$ cat src/rtl/lsu_pkg.sv
// Shared types and constants for the data_mem load/store unit.
package lsu_pkg;

  localparam int unsigned DATA_W     = 32;
  localparam int unsigned WORD_BYTES = 4;
  localparam int unsigned LANE_W     = $clog2(WORD_BYTES);

  typedef enum logic [1:0] {
    SZ_B   = 2'b00,
    SZ_H   = 2'b01,
    SZ_W   = 2'b10,
    SZ_BAD = 2'b11
  } lsu_size_e;

  typedef enum logic [1:0] {
    IDLE,
    ACCESS,
    WRITE,
    RESP
  } lsu_state_e;

endpackage

$ cat src/rtl/data_mem_lsu_if.sv
// Request/response channel between the datapath (master) and the LSU (slave).
interface data_mem_lsu_if;

  logic        req_valid;
  logic        req_ready;
  logic        req_write;
  logic [1:0]  req_size;
  logic        req_signed;
  logic [31:0] req_addr;
  logic [31:0] req_wdata;
  logic        rsp_valid;
  logic [31:0] rsp_rdata;
  logic        rsp_err;

  modport master (
    output req_valid, req_write, req_size, req_signed, req_addr, req_wdata,
    input  req_ready, rsp_valid, rsp_rdata, rsp_err
  );

  modport slave (
    input  req_valid, req_write, req_size, req_signed, req_addr, req_wdata,
    output req_ready, rsp_valid, rsp_rdata, rsp_err
  );

endinterface

$ cat src/rtl/lsu_lane.sv
// Byte-lane steering: sub-word store merge and load extract/extend.
module lsu_lane
  import lsu_pkg::*;
(
  input  logic [DATA_W-1:0] word,
  input  logic [DATA_W-1:0] wdata,
  input  lsu_size_e         size,
  input  logic [LANE_W-1:0] lane,
  input  logic              sign_ext,
  output logic [DATA_W-1:0] merged,
  output logic [DATA_W-1:0] rdata
);

  logic [7:0]  lane_b;
  logic [15:0] lane_h;

  // Replace the addressed lane(s) for stores; pick and extend them for loads.
  always_comb begin
    merged = word;
    rdata  = word;
    lane_b = word[{lane, 3'b000} +: 8];
    lane_h = word[{lane[1], 4'b0000} +: 16];
    case (size)
      SZ_B: begin
        merged[{lane, 3'b000} +: 8] = wdata[7:0];
        rdata = {{24{sign_ext & lane_b[7]}}, lane_b};
      end
      SZ_H: begin
        merged[{lane[1], 4'b0000} +: 16] = wdata[15:0];
        rdata = {{16{sign_ext & lane_h[15]}}, lane_h};
      end
      SZ_W: merged = wdata;
      default: rdata = '0;
    endcase
  end

endmodule

$ cat src/rtl/data_mem_lsu.sv
// Load/store initiator for data_mem: one request in flight, RMW for sub-word stores.
module data_mem_lsu
  import lsu_pkg::*;
#(
  parameter int unsigned ADDR_W = 6
) (
  input  logic               clk,
  input  logic               rst_n,
  data_mem_lsu_if.slave      bus,
  output logic               mem_wen,
  output logic [ADDR_W-1:0]  mem_addr,
  output logic [DATA_W-1:0]  mem_wdata,
  input  logic [DATA_W-1:0]  mem_rdata
);

  lsu_state_e        state_q, state_d;
  logic              ready_q, ready_d;
  logic              rsp_valid_q, rsp_valid_d;
  logic              rsp_err_q, rsp_err_d;
  logic [DATA_W-1:0] rsp_rdata_q, rsp_rdata_d;
  logic              wen_d;
  logic [ADDR_W-1:0] addr_d;
  logic [DATA_W-1:0] wdata_d;

  logic              write_q, write_d;
  lsu_size_e         size_q, size_d;
  logic              sign_q, sign_d;
  logic [LANE_W-1:0] lane_q, lane_d;
  logic [DATA_W-1:0] hold_q, hold_d;

  lsu_size_e         req_size;
  logic              req_err;
  logic [DATA_W-1:0] merged;
  logic [DATA_W-1:0] load_data;

  assign req_size      = lsu_size_e'(bus.req_size);
  assign bus.req_ready = ready_q;
  assign bus.rsp_valid = rsp_valid_q;
  assign bus.rsp_err   = rsp_err_q;
  assign bus.rsp_rdata = rsp_rdata_q;

  lsu_lane u_lane (
    .word     (mem_rdata),
    .wdata    (hold_q),
    .size     (size_q),
    .lane     (lane_q),
    .sign_ext (sign_q),
    .merged   (merged),
    .rdata    (load_data)
  );

  // Reject illegal size, misalignment and addresses beyond the top word.
  always_comb begin
    req_err = 1'b0;
    case (req_size)
      SZ_H:    req_err = bus.req_addr[0];
      SZ_W:    req_err = |bus.req_addr[1:0];
      SZ_BAD:  req_err = 1'b1;
      default: req_err = 1'b0;
    endcase
    if (|bus.req_addr[31:ADDR_W+2]) req_err = 1'b1;
  end

  // Next state and next values of every registered output.
  always_comb begin
    state_d     = state_q;
    ready_d     = 1'b0;
    rsp_valid_d = 1'b0;
    rsp_err_d   = 1'b0;
    rsp_rdata_d = '0;
    wen_d       = 1'b0;
    addr_d      = mem_addr;
    wdata_d     = mem_wdata;
    write_d     = write_q;
    size_d      = size_q;
    sign_d      = sign_q;
    lane_d      = lane_q;
    hold_d      = hold_q;
    case (state_q)
      IDLE: begin
        if (bus.req_valid && ready_q) begin
          if (req_err) begin
            state_d     = RESP;
            rsp_valid_d = 1'b1;
            rsp_err_d   = 1'b1;
          end else begin
            write_d = bus.req_write;
            size_d  = req_size;
            sign_d  = bus.req_signed;
            lane_d  = bus.req_addr[LANE_W-1:0];
            hold_d  = bus.req_wdata;
            addr_d  = bus.req_addr[ADDR_W+1:2];
            state_d = ACCESS;
            if (bus.req_write && (req_size == SZ_W)) begin
              wen_d   = 1'b1;
              wdata_d = bus.req_wdata;
            end
          end
        end
      end
      ACCESS: begin
        if (!write_q) begin
          rsp_rdata_d = load_data;
          rsp_valid_d = 1'b1;
          state_d     = RESP;
        end else if (size_q == SZ_W) begin
          rsp_valid_d = 1'b1;
          state_d     = RESP;
        end else begin
          wen_d   = 1'b1;
          wdata_d = merged;
          state_d = WRITE;
        end
      end
      WRITE: begin
        rsp_valid_d = 1'b1;
        state_d     = RESP;
      end
      RESP:    state_d = IDLE;
      default: state_d = IDLE;
    endcase
    ready_d = (state_d == IDLE);
  end

  // State, output and latched-request registers.
  always_ff @(posedge clk or negedge rst_n) begin
    if (!rst_n) begin
      state_q     <= IDLE;
      ready_q     <= 1'b0;
      rsp_valid_q <= 1'b0;
      rsp_err_q   <= 1'b0;
      rsp_rdata_q <= '0;
      mem_wen     <= 1'b0;
      mem_addr    <= '0;
      mem_wdata   <= '0;
      write_q     <= 1'b0;
      size_q      <= SZ_B;
      sign_q      <= 1'b0;
      lane_q      <= '0;
      hold_q      <= '0;
    end else begin
      state_q     <= state_d;
      ready_q     <= ready_d;
      rsp_valid_q <= rsp_valid_d;
      rsp_err_q   <= rsp_err_d;
      rsp_rdata_q <= rsp_rdata_d;
      mem_wen     <= wen_d;
      mem_addr    <= addr_d;
      mem_wdata   <= wdata_d;
      write_q     <= write_d;
      size_q      <= size_d;
      sign_q      <= sign_d;
      lane_q      <= lane_d;
      hold_q      <= hold_d;
    end
  end

endmodule
$ cat src/flat_wrapper.sv
// flat-port wrapper written by rule: the top's interface ports become plain ports
module data_mem_lsu_flat import lsu_pkg::*;
#(
  parameter int unsigned ADDR_W = 6
)
  (clk, rst_n, mem_wen, mem_addr, mem_wdata, mem_rdata, bus_req_valid, bus_req_write, bus_req_size, bus_req_signed, bus_req_addr, bus_req_wdata, bus_req_ready, bus_rsp_valid, bus_rsp_rdata, bus_rsp_err);
  data_mem_lsu_if bus_i ();
  input  logic clk;
  input  logic rst_n;
  output logic mem_wen;
  output logic [ADDR_W-1:0] mem_addr;
  output logic [DATA_W-1:0] mem_wdata;
  input  logic [DATA_W-1:0] mem_rdata;
  input wire logic [$bits(bus_i.req_valid)-1:0] bus_req_valid;
  input wire logic [$bits(bus_i.req_write)-1:0] bus_req_write;
  input wire logic [$bits(bus_i.req_size)-1:0] bus_req_size;
  input wire logic [$bits(bus_i.req_signed)-1:0] bus_req_signed;
  input wire logic [$bits(bus_i.req_addr)-1:0] bus_req_addr;
  input wire logic [$bits(bus_i.req_wdata)-1:0] bus_req_wdata;
  output wire logic [$bits(bus_i.req_ready)-1:0] bus_req_ready;
  output wire logic [$bits(bus_i.rsp_valid)-1:0] bus_rsp_valid;
  output wire logic [$bits(bus_i.rsp_rdata)-1:0] bus_rsp_rdata;
  output wire logic [$bits(bus_i.rsp_err)-1:0] bus_rsp_err;
  assign bus_i.req_valid = bus_req_valid;
  assign bus_i.req_write = bus_req_write;
  assign bus_i.req_size = bus_req_size;
  assign bus_i.req_signed = bus_req_signed;
  assign bus_i.req_addr = bus_req_addr;
  assign bus_i.req_wdata = bus_req_wdata;
  assign bus_req_ready = bus_i.req_ready;
  assign bus_rsp_valid = bus_i.rsp_valid;
  assign bus_rsp_rdata = bus_i.rsp_rdata;
  assign bus_rsp_err = bus_i.rsp_err;
  data_mem_lsu #(.ADDR_W(ADDR_W)) u_core (.clk(clk), .rst_n(rst_n), .bus(bus_i), .mem_wen(mem_wen), .mem_addr(mem_addr), .mem_wdata(mem_wdata), .mem_rdata(mem_rdata));
endmodule
$ cat config.mk
export PLATFORM = sky130hd
export DESIGN_NAME = data_mem_lsu_flat
export DESIGN_NICKNAME = d
export VERILOG_FILES = /design/src/rtl/lsu_pkg.sv /design/src/rtl/data_mem_lsu_if.sv /design/src/rtl/lsu_lane.sv /design/src/rtl/data_mem_lsu.sv /design/src/flat_wrapper.sv
export SDC_FILE = /design/constraint.sdc
export NUM_CORES = 1
export LEC_CHECK = 0
export CORE_MARGIN = 3
export CORE_UTILIZATION = 46
export CTS_CLUSTER_DIAMETER = 50
export DETAILED_ROUTE_END_ITERATION = 16
export PLACE_DENSITY = 0.81
export SYNTH_ARGS = -nofsm -noshare
export SYNTH_HDL_FRONTEND = slang
export SYNTH_SLANG_ARGS = --single-unit
$ cat constraint.sdc
create_clock -name clk -period 3.3 [get_ports clk]
set_input_delay 0.33 -clock clk [delete_from_list [all_inputs] [get_ports clk]]
set_output_delay 0.33 -clock clk [all_outputs]
set_load 0.03 [all_outputs]
# Yosys cells after proc, flatten, opt, wreduce, memory -nomap -nowiden

Cells that the tools add are included.

Eq/ne operators: 13
Reduce and logical (&&, ||, !) cells: 10
Multiplexer cells: 31
Shifts and indexed selects: 6
$add $sub $neg: 2
Bitwise gates (word level): 3

Operators by type and width:

| kind                                                                    | count |
|---|---|
| 32-bit two-way mux                                                      | 7 |
| 32-bit one-hot mux with 2 select lines                                  | 2 |
| 32-bit one-hot mux with 3 select lines                                  | 1 |
| 32-bit bitwise mux                                                      | 2 |
| 16-bit by 7-bit variable shift with 32-bit output, first input constant | 1 |
| 8-bit by 7-bit variable shift with 32-bit output, first input constant  | 1 |
| 16-bit by 7-bit indexed part select with 32-bit output                  | 1 |
| 32-bit by 6-bit indexed part select with 16-bit output                  | 1 |
| 32-bit by 6-bit indexed part select with 8-bit output                   | 1 |
| 8-bit by 7-bit indexed part select with 32-bit output                   | 1 |
| 24-bit OR reduction                                                     | 1 |
| 5-bit negation with 7-bit output                                        | 2 |
| 1-bit two-way mux                                                       | 12 |
| 2-bit == test, second input constant                                    | 5 |
| 2-bit one-hot mux with 4 select lines                                   | 1 |
| 2-bit by 1-bit == test with 1-bit output, second input constant         | 3 |
| 2-bit zero test                                                         | 3 |
| 2-bit two-way mux                                                       | 3 |
| 2-bit by 1-bit != test with 1-bit output, second input constant         | 3 |
| 1-bit one-hot mux with 3 select lines                                   | 2 |
| 6-bit AND reduction                                                     | 1 |
| 2-bit != test, second input constant                                    | 2 |
| 3-bit AND reduction                                                     | 1 |
| 1-bit AND                                                               | 2 |
| 5 further kinds                                                         | 6 |

Flip-flop bits (word level): 98
Bits of input ports: 103
Logic and storage cells: 78
Output and inout port bits: 74

# Longest topological paths before layout

Depth in word-level cells: 7
Mapped depth: 10
Depth with buffers taken out: 7

# Modules after synthesis

Synthesis repeated with hierarchy kept, for this count alone.

Cell total of the unflattened synthesis: 552
Area, all modules: 6657.6 um^2

Modules (own cells, without submodules):

| module       | cells an instance | instances | area each (um^2) |
|---|---|---|---|
| data_mem_lsu | 309               | 1         | 4813.4 |
| lsu_lane     | 243               | 1         | 1844.3 |

# Worst setup path before layout

Ideal clock, no wire load.

Kind: reg2reg
Start: register u_core.lane_q[1]
End: register u_core.mem_wdata[1]
Stages on the path, launching flop included: 10
Clock period less this slack: 2.561 ns
Setup slack: 0.739 ns
Arrival time: 2.497 ns
Cells stage by stage: dfrtp_1 -> clkbuf_1 -> inv_1 -> clkbuf_1 -> ha_1 -> or4b_1 -> a21oi_2 -> a22oi_1 -> a211oi_2 -> a21o_1

Longest elaborated chain between the ends: 7
Elaborated cells between the ends (all ways): 12
Classes of those cells: add/sub: 2; shift: 4; mux: 6

RTL lines:

| item                                                                                 | RTL line                       | text |
|---|---|---|
| start, declared                                                                      | data_mem_lsu.sv:28             | `logic [LANE_W-1:0] lane_q, lane_d;` |
| start signal, assigned                                                               | data_mem_lsu.sv:153            | `lane_q <= lane_d;` |
| 5-bit negation with 7-bit output, on equally long branches                           | lsu_lane.sv:29, lsu_lane.sv:25 |  |
| 16-bit by 7-bit indexed part select with 32-bit output, or another cell as far along | lsu_lane.sv:29                 | `merged[{lane[1], 4'b0000} +: 16] = wdata[15:0];` |
| 32-bit bitwise mux, on equally long branches                                         | lsu_lane.sv:29, lsu_lane.sv:25 |  |
| 32-bit one-hot mux with 2 select lines (*)                                           | lsu_lane.sv:23                 | `case (size)` |
| 32-bit two-way mux (*)                                                               | data_mem_lsu.sv:106            | `end else if (size_q == SZ_W) begin` |
| 32-bit two-way mux (*)                                                               | data_mem_lsu.sv:102            | `if (!write_q) begin` |
| 32-bit one-hot mux with 2 select lines (*)                                           | data_mem_lsu.sv:79             | `case (state_q)` |
| end signal, assigned                                                                 | data_mem_lsu.sv:149            | `mem_wdata <= wdata_d;` |
| end, declared                                                                        | data_mem_lsu.sv:12             | `output logic [DATA_W-1:0] mem_wdata,` |

Every way passes the cells marked *; elsewhere a longest branch is shown, timed or not. The select of a mux whose other input is x is not followed.
A chain may end at the register's enable or synchronous reset.

# Worst setup path after layout

Start: register u_core.lane_q[0]
End: register u_core.mem_wdata[2]

Longest elaborated chain between the ends: 7
Elaborated cells between the ends (all ways): 8
Classes of those cells: add/sub: 1; shift: 2; mux: 5

RTL lines:

| item                                                                                                                      | RTL line            | text |
|---|---|---|
| 5-bit negation with 7-bit output (*)                                                                                      | lsu_lane.sv:25      | `merged[{lane, 3'b000} +: 8] = wdata[7:0];` |
| 8-bit by 7-bit indexed part select with 32-bit output or 8-bit by 7-bit variable shift with 32-bit output (tied branches) | lsu_lane.sv:25      |  |
| 32-bit bitwise mux (*)                                                                                                    | lsu_lane.sv:25      |  |
| 32-bit one-hot mux with 2 select lines (*)                                                                                | lsu_lane.sv:23      |  |
| 32-bit two-way mux (*)                                                                                                    | data_mem_lsu.sv:106 |  |
| 32-bit two-way mux (*)                                                                                                    | data_mem_lsu.sv:102 |  |
| 32-bit one-hot mux with 2 select lines (*)                                                                                | data_mem_lsu.sv:79  |  |

Marked as above.

==> metrics.txt <==
Mapped Cells 536; crit path cell chain inv_1 -> ha_1 -> or4b_1 -> a21oi_2 -> a22oi_1 -> a211oi_2 -> a21o_1; IO Pins 177; Hold Slack 479.6 ps; Post-Route WL 17920 um; max cap viols 0; Seq/Total Area, Yosys 0.4660; core area 11030 um^2; vias in the first global route 5017; CP required 3590 ps; RSZ-0062 raised after global routing false; critical path arrival 2870 ps; Avg Inst Size Synth 9.818 um^2; Resize count post-CTS 0; Clock transition at path regs 70 ps; CTS Root Buffer Type clkbuf_16; Mapped Area 5263 um^2; Setup crit start u_core.lane_q[0]; Layout fillers 901; Max IR drop VDD 0.3081 mV; ANT nets after route 0; PwrDens 479.3 nW/um^2; dpl ws 670.5 ps; synth unique cells 55; Static Leak 3.200 nW; area of the multi-input gates 2551 um^2; Setup crit end u_core.mem_wdata[2]; area grow syn2layout 41.96%; DRC viols 0; CTS tree done; worst r2r src u_core.lane_q[0]; fmax 388.1 MHz; GP Congestion 0.9074; status complete, no violations; relative slew slack 0.5149; Worst Path Max Fanout 9; Post CTS Setup Buffer Count 0; Initial Util 0.4771; drt first pass iters 7; Initial DRC Count 563; initial antenna violation count 0; Routed WL per cell 21.46 um; Std-Cell Rows 38; fin crit share 0.7808; Critical-path top delay cell or4b_1; Num CTS Buffers 9; die height 113.0 um; syn_nets 648; die area 12760 um^2; Hold Crit Class reg2reg; ranking of synthesized cells by area dfrtp_1, mux2_2, nand2_1; DR vias/cell 6.014; HPWL after detailed placement 13270 um; I/O Buffers 176; first-pass GRT wire length 27840 um; ys async rst share 1.000; WS Path Type reg2reg; Worst Tran Pin Value 722.1 ps; Final min period 2577 ps; hold buffers post-CTS 1; synthesis warning total 0; post-synth top area cell dfrtp_1; GRT Total Usage 0.2795; Final TNS setup 0 ps; CP max stage delay 540 ps; most frequent cells in the layout clkdlybuf4s50_1, dfrtp_1, nand2_1; Skew-Pair Late Insertion Delay 350 ps; H-Tree Depth 3; top cell type's share of synthesized area 0.4660; largest net degree at the start of global routing 69; layout cells sized above 1 0.1137; Worst setup EP type flip-flop; FF+latch area 2452 um^2; Final setup violation count 0; die extent in x 113.0 um; r2r endpoint u_core.mem_wdata[2]; crit start category flip-flop; Final Max Slew Viols 0; R2R Setup Slk 720 ps; Via Count 5022; total gr overflow 0; skew final 5.659 ps; synthesis-stage register bit count 98; Final Hold Fails 0; Final nets 803; Hold Crit Depth 2; Longest Clk Path Bufs 2; commonest non-fill, non-tap cell in the layout clkdlybuf4s50_1; final worst slack 723.4 ps; R2R depth 7; ant diodes 0; EDFF count, synth 0; TritonCTS sink count 98; predominant post-synthesis flop cell dfrtp_1
[state kept, by name (all words and copies together) (netlist names)]
name / flops
u_core.state_q: 2
u_core.write_q: 1
u_core.mem_wdata: 32
u_core.size_q: 2
u_core.bus.rsp_err: 1
u_core.bus.req_ready: 1
u_core.hold_q: 16
u_core.sign_q: 1
u_core.mem_wen: 1
u_core.bus.rsp_rdata: 32
u_core.bus.rsp_valid: 1
u_core.lane_q: 2
u_core.mem_addr: 6
[synthesized netlist by cell type (2+ instances only)]
cell / count
buf_6: 3
a211oi_2: 6
nand2b_1: 7
nor2b_1: 5
nor3b_1: 2
a21oi_1: 27
a22oi_1: 20
a222oi_1: 7
inv_1: 20
a22o_1: 16
o311ai_0: 8
a21o_1: 14
nor3_1: 4
nor4_2: 3
dfrtp_1: 98
nor4_1: 4
buf_2: 7
o21ai_1: 7
clkbuf_1: 30
o21ai_0: 42
nand4b_1: 3
ha_1: 9
a311oi_2: 7
a221o_1: 7
mux2i_1: 3
o22ai_1: 9
nor2_1: 29
mux2_2: 29
or4b_1: 2
nand2_1: 79
nand3_1: 5
[worst min-delay path by stage]
stage                    startpoint                   end  slack, ps
6_report       u_core.mem_wdata[16]  u_core.mem_wdata[16]        480
2_1_floorplan                 rst_n  u_core.bus.req_ready         30
4_1_cts        u_core.mem_wdata[16]  u_core.mem_wdata[16]        480
5_1_grt        u_core.mem_wdata[16]  u_core.mem_wdata[16]        500
3_5_place_dp                  rst_n    u_core.mem_addr[4]        370
3_3_place_gp                  rst_n    u_core.mem_addr[5]        360
[critical path, delay by kind of cell (launching register included)]
kind / cells / cell delay (ps)
AOI/OAI and AO/OA: 4 / 910
and+or+nand+nor: 1 / 540
DFF: 1 / 520
adders and majority gates: 1 / 390
buffers and inverters: 1 / 170
[kinds of logic after synthesis]
group                    share of synthesized area
AO/OA/AOI/OAI                               0.2549
adder cells (fa/ha/maj)                    0.02140
buffers and inverters                      0.05088
flip-flops                                  0.4660
multiplexers                               0.07204
AND/OR/NAND/NOR                             0.1348
[per-layer routing]
layer / global-route usage / vias to the layer above / share of wire
li1: - / 2273 / -
met1: 0.3744 / 2455 / 0.41
met2: 0.4431 / 250 / 0.48
met3: 0.06417 / 44 / 0.081
met4: 0.1082 / 0 / 0.026
met5: 0 / - / 0
[through the flow]
step	std cells	power [mW]	utilization	area, um^2
2_1_floorplan	536	1.896	-	5263
3_3_place_gp	819	2.291	0.6442	7106
3_5_place_dp	819	2.324	0.6442	7106
4_1_cts	835	3.587	0.6773	7471
5_1_grt	835	3.738	0.6773	7471
6_report	835	3.581	0.6773	7471
[power by group]
part / internal, mW / switching, mW / total [mW] / leakage, nW
clock: 0.810 / 0.451 / 1.26 / 0.175
sequential: 1.28 / 0.0359 / 1.31 / 1.23
combinational: 0.385 / 0.623 / 1.01 / 1.79
[area by class of cell]
cell class,instances,area share
Multi-Input combinational cell,376,0.3415
Sequential cell,98,0.3283
Timing Repair Buffer,186,0.2492
Clock buffer,9,0.03015
Tap cell,140,0.02345
Clock inverter,6,0.01742
Inverter,20,0.01005
(Power assumes the default switching activity.)
==> patch 1, RTL diff (same flow settings) <==
Re-encode `lsu_state_e` (4 states) as one-hot, 4 bits wide.
--- a/src/rtl/lsu_pkg.sv
+++ b/src/rtl/lsu_pkg.sv
@@ -14,7 +14,7 @@
 
-  typedef enum logic [1:0] {
-    IDLE,
-    ACCESS,
-    WRITE,
-    RESP
+  typedef enum logic [3:0] {
+    IDLE   = 4'b0001,
+    ACCESS = 4'b0010,
+    WRITE  = 4'b0100,
+    RESP   = 4'b1000
   } lsu_state_e;
Behaviour: same outputs for any inputs over 4 cycles, from zero or initial values and one cycle with rst_n low; so few cycles prove little.
==> patch 1 against the unedited design <==
Worst setup slack worse by 0.16 ns; sequential share of layout area up 0.35 points; sequential cell count is 2 higher; synthesized cell count is 3.7% lower; routed wire length is 1.0% lower; maximum frequency down 5.7%; highest routed layer unchanged; largest cell class unchanged; final area increased by 1.0%; first-iteration DRC count shrank 22%; area after synthesis is 2.0% higher.
Power is not compared: it rests on default switching activity, and its combinational part moved more than twofold at a synthesized area within 25%.
==> patch 1: results <==
metrics = {
    "outcome": {
        "run_status": "completed",
    },
    "route": {
        "drt-initial-drc-count": 438,
        "drtPass1Iterations": 8,
        "met2WireLength_um": 8175,
        "met3_length_um": 1704,
        "vias_per_cell": 5.810,
        "wl_um": 17740,
    },
    "cts": {
        "cts.sinks": 100,
        "clk_latency_ns": 0.34,
    },
    "layout": {
        "n_clock_buffer": 11,
        "multi_input_gates": 374,
        "inv_count": 5,
        "drive_above_1_share": 0.1645,
        "clockNetworkAreaShare": 0.03913,
        "fill_cells": 844,
        "multi_input_area_um2": 2694,
        "buf_share": 0.2464,
        "fin_nets": 784,
        "fin_area_um2": 7546,
        "seq_area_um2": 2504,
    },
    "logic_synthesis": {
        "seq_area_frac_synth": 0.4662,
        "synth_nets": 624,
        "synth_commonest_cells": "dfrtp_1, a21oi_1, nor2_1",
        "synth_area_leaders": "dfrtp_1, mux2_2, mux2_4",
        "synth_cell_types": 46,
    },
    "sta": {
        "fin_crit_ns": 2.733,
        "finalHoldViolCount": 0,
        "max_slew_margin": 0.3142,
    },
    "placement": {
        "place_area_um2": 7251,
        "dp_worst_setup_slack_ns": 0.5798,
        "place_congestion": 0.8932,
        "dp_hpwl_um": 13090,
    },
    "power": {
        "ir_drop_v": 0.0002876,
    },
    "global_route": {
        "met1_usage": 0.3758,
        "grt_pass1_wl_um": 27390,
        "grt_pass1_vias": 4917,
        "grt_start_max_net_pins": 54,
        "grt_util_met2": 0.4270,
        "met3_usage": 0.07003,
    },
    "critical_path": {
        "arrival_ns": 3.01,
        "ff2ff_setup_slack_ns": 0.57,
        "crit_fanout": 11,
        "setup.worst_path.end": "u_core.mem_wdata[4]$_DFFE_PN0P_",
        "cpMaxStageDelayCell": "o32ai_1",
        "crit_path_max_incr_delay_ns": 0.79,
    },
    "worst_hold_path": {
        "hold_class": "primary input to async pin",
    },
}
-- patch 1: cell types whose count changed after synthesis, sizes merged, moves of 8 or more --
cell	change
a21oi	+52
nand2	-50
mux2	+42
o21ai	-31
nor2	+27
a22o	-16
nand2b	+16
inv	-15
a21o	-13
o311ai	-8
-- patch 1: stage by stage --
stage / std cells / power [uW] / hold slack [ns]
2_1_floorplan: 516 / 1344 / 0.03441
3_3_place_gp: 805 / 1556 / 0.3887
3_5_place_dp: 805 / 1560 / 0.4037
4_1_cts: 821 / 2593 / 0.03377
5_1_grt: 821 / 2664 / 0.06627
6_report: 821 / 2575 / 0.01438
-- patch 1: logic make-up (layout without fill, tap and decap cells) --
group                    Yosys count  in the layout  share of synthesized area
AO/OA/AOI/OAI                    148            148                     0.1680
multiplexers                      76             76                     0.1801
flip-flops                       100            100                     0.4662
AND/OR/NAND/NOR                  145            145                     0.1393
adder cells (fa/ha/maj)            5              5                    0.01165
buffers and inverters             42            207                    0.03471
==> patch 2, RTL diff (same flow settings) <==
Without the edit above. `ADDR_W` is set to 6 in 2 places; all go to 5.
--- a/src/rtl/data_mem_lsu.sv
+++ b/src/rtl/data_mem_lsu.sv
@@ -4,3 +4,3 @@
 #(
-  parameter int unsigned ADDR_W = 6
+  parameter int unsigned ADDR_W = 5
 ) (
--- a/src/flat_wrapper.sv
+++ b/src/flat_wrapper.sv
@@ -3,3 +3,3 @@
 #(
-  parameter int unsigned ADDR_W = 6
+  parameter int unsigned ADDR_W = 5
 )
Ports: changed (resized mem_addr); port bits go from 177 to 176. No check against the original RTL was run, so the function may have changed too.
==> patch 2 against the unedited design <==
Routed wire length is 6.5% higher; first-iteration DRC count is 8.5% lower; area after synthesis is 5.4% higher; critical endpoint is now u_core.mem_wdata[17]$_DFFE_PN0P_; sequential cell count is 1 lower; maximum frequency is 17% lower; worst setup slack worse by 0.53 ns; final area is 3.3% higher; count of clock-buffer cells in the layout stayed put; sequential share of layout area is 1.4 points lower.
Power is not compared: it rests on default switching activity, and its combinational part moved more than twofold at a synthesized area within 25%.
==> patch 2: results <==
metrics = {
    "global_route": {
        "grt_start_max_net_pins": 84,
        "grt_pass1_vias": 5414,
        "met1_usage": 0.4127,
        "grt_usage": 0.2914,
        "grt_util_met2": 0.4530,
        "met3_usage": 0.04648,
        "grt_pass1_wl_um": 30150,
    },
    "layout": {
        "final_cells": 896,
        "fin_nets": 860,
        "buf_share": 0.2432,
        "fill_cells": 935,
        "signal_buffers": 192,
        "drive_above_1_share": 0.08898,
        "seq_cells": 97,
        "multi_input_gates": 423,
        "seq_area_um2": 2427,
        "syn2layout_area_growth_pct": 39.10,
    },
    "placement": {
        "port_buffers": 175,
        "placedCellCount": 880,
        "dp_hpwl_um": 13860,
        "dp_worst_setup_slack_ns": 0.3251,
        "place_congestion": 0.9381,
    },
    "cts": {
        "clk_latency_ns": 0.35,
        "cts_max_path_buffers": 2,
        "cts-root-buf": "clkbuf_16",
    },
    "logic_synthesis": {
        "synth_nets": 701,
        "synth_mux_area_frac": 0.1303,
        "yosysWarnings": 0,
        "synth_commonest_cells": "dfrtp_1, nand2_1, nor2_1",
        "synth-compound-area-share": 0.2153,
        "seq_area_frac_synth": 0.4374,
        "syn_area_per_cell_um2": 9.421,
        "synth_cell_types": 47,
        "synth_area_leaders": "dfrtp_1, mux2_2, nand2_1",
        "synth_fa_ha_area_frac": 0.02029,
    },
    "sta": {
        "fin_skew_ns": 0.008752,
        "max_slew_margin": 0.05673,
        "hold_slack_ns": 0.1451,
    },
    "route": {
        "drtPass1Iterations": 6,
        "vias_per_cell": 6.010,
        "post_drt_wl_per_cell_um": 21.31,
        "met3_length_um": 1699,
        "met2WireLength_um": 8763,
        "drt-initial-drc-count": 515,
    },
    "critical_path": {
        "arrival_ns": 3.38,
        "worstSetupStartpoint": "u_core.lane_q[1]$_DFFE_PN0P_",
        "ff2ff_setup_slack_ns": 0.19,
        "reg2reg_to": "u_core.mem_wdata[17]$_DFFE_PN0P_",
        "crit_fanout": 13,
    },
    "worst_hold_path": {
        "hold_class": "primary input to async pin",
    },
    "floorplan": {
        "taps": 143,
    },
    "outcome": {
        "run_status": "completed",
    },
}
patch 2: cell types whose count changed after synthesis, moves of 8 or more:
| cell | unedited run | this run |
|---|---|---|
| a21o_1 | 14 | 1 |
| a21oi_1 | 27 | 44 |
| a221oi_1 | 1 | 15 |
| a22o_1 | 16 | 24 |
| a32o_1 | 1 | 16 |
| mux2_1 | 0 | 22 |
| mux2i_1 | 3 | 16 |
| nor2_1 | 29 | 69 |
| o21ai_0 | 42 | 22 |
| o22ai_1 | 9 | 0 |
| o311ai_0 | 8 | 0 |
| o32ai_1 | 0 | 8 |
patch 2: power by group:
group          switching [uW]  internal, uW  total [uW]  leakage [uW]
clock network             490           595        1080      0.000142
logic                    1530          1110        2650       0.00204
registers                 155          1540        1690       0.00123
patch 2: critical path: stages (launching register included):
cell      delay, ns
dfrtp_1        0.35
clkinv_1       0.32
ha_1           0.50
nor4bb_1       1.11
a32o_1         0.31
a221o_1        0.16
o21ai_0        0.10
mux2i_1        0.18
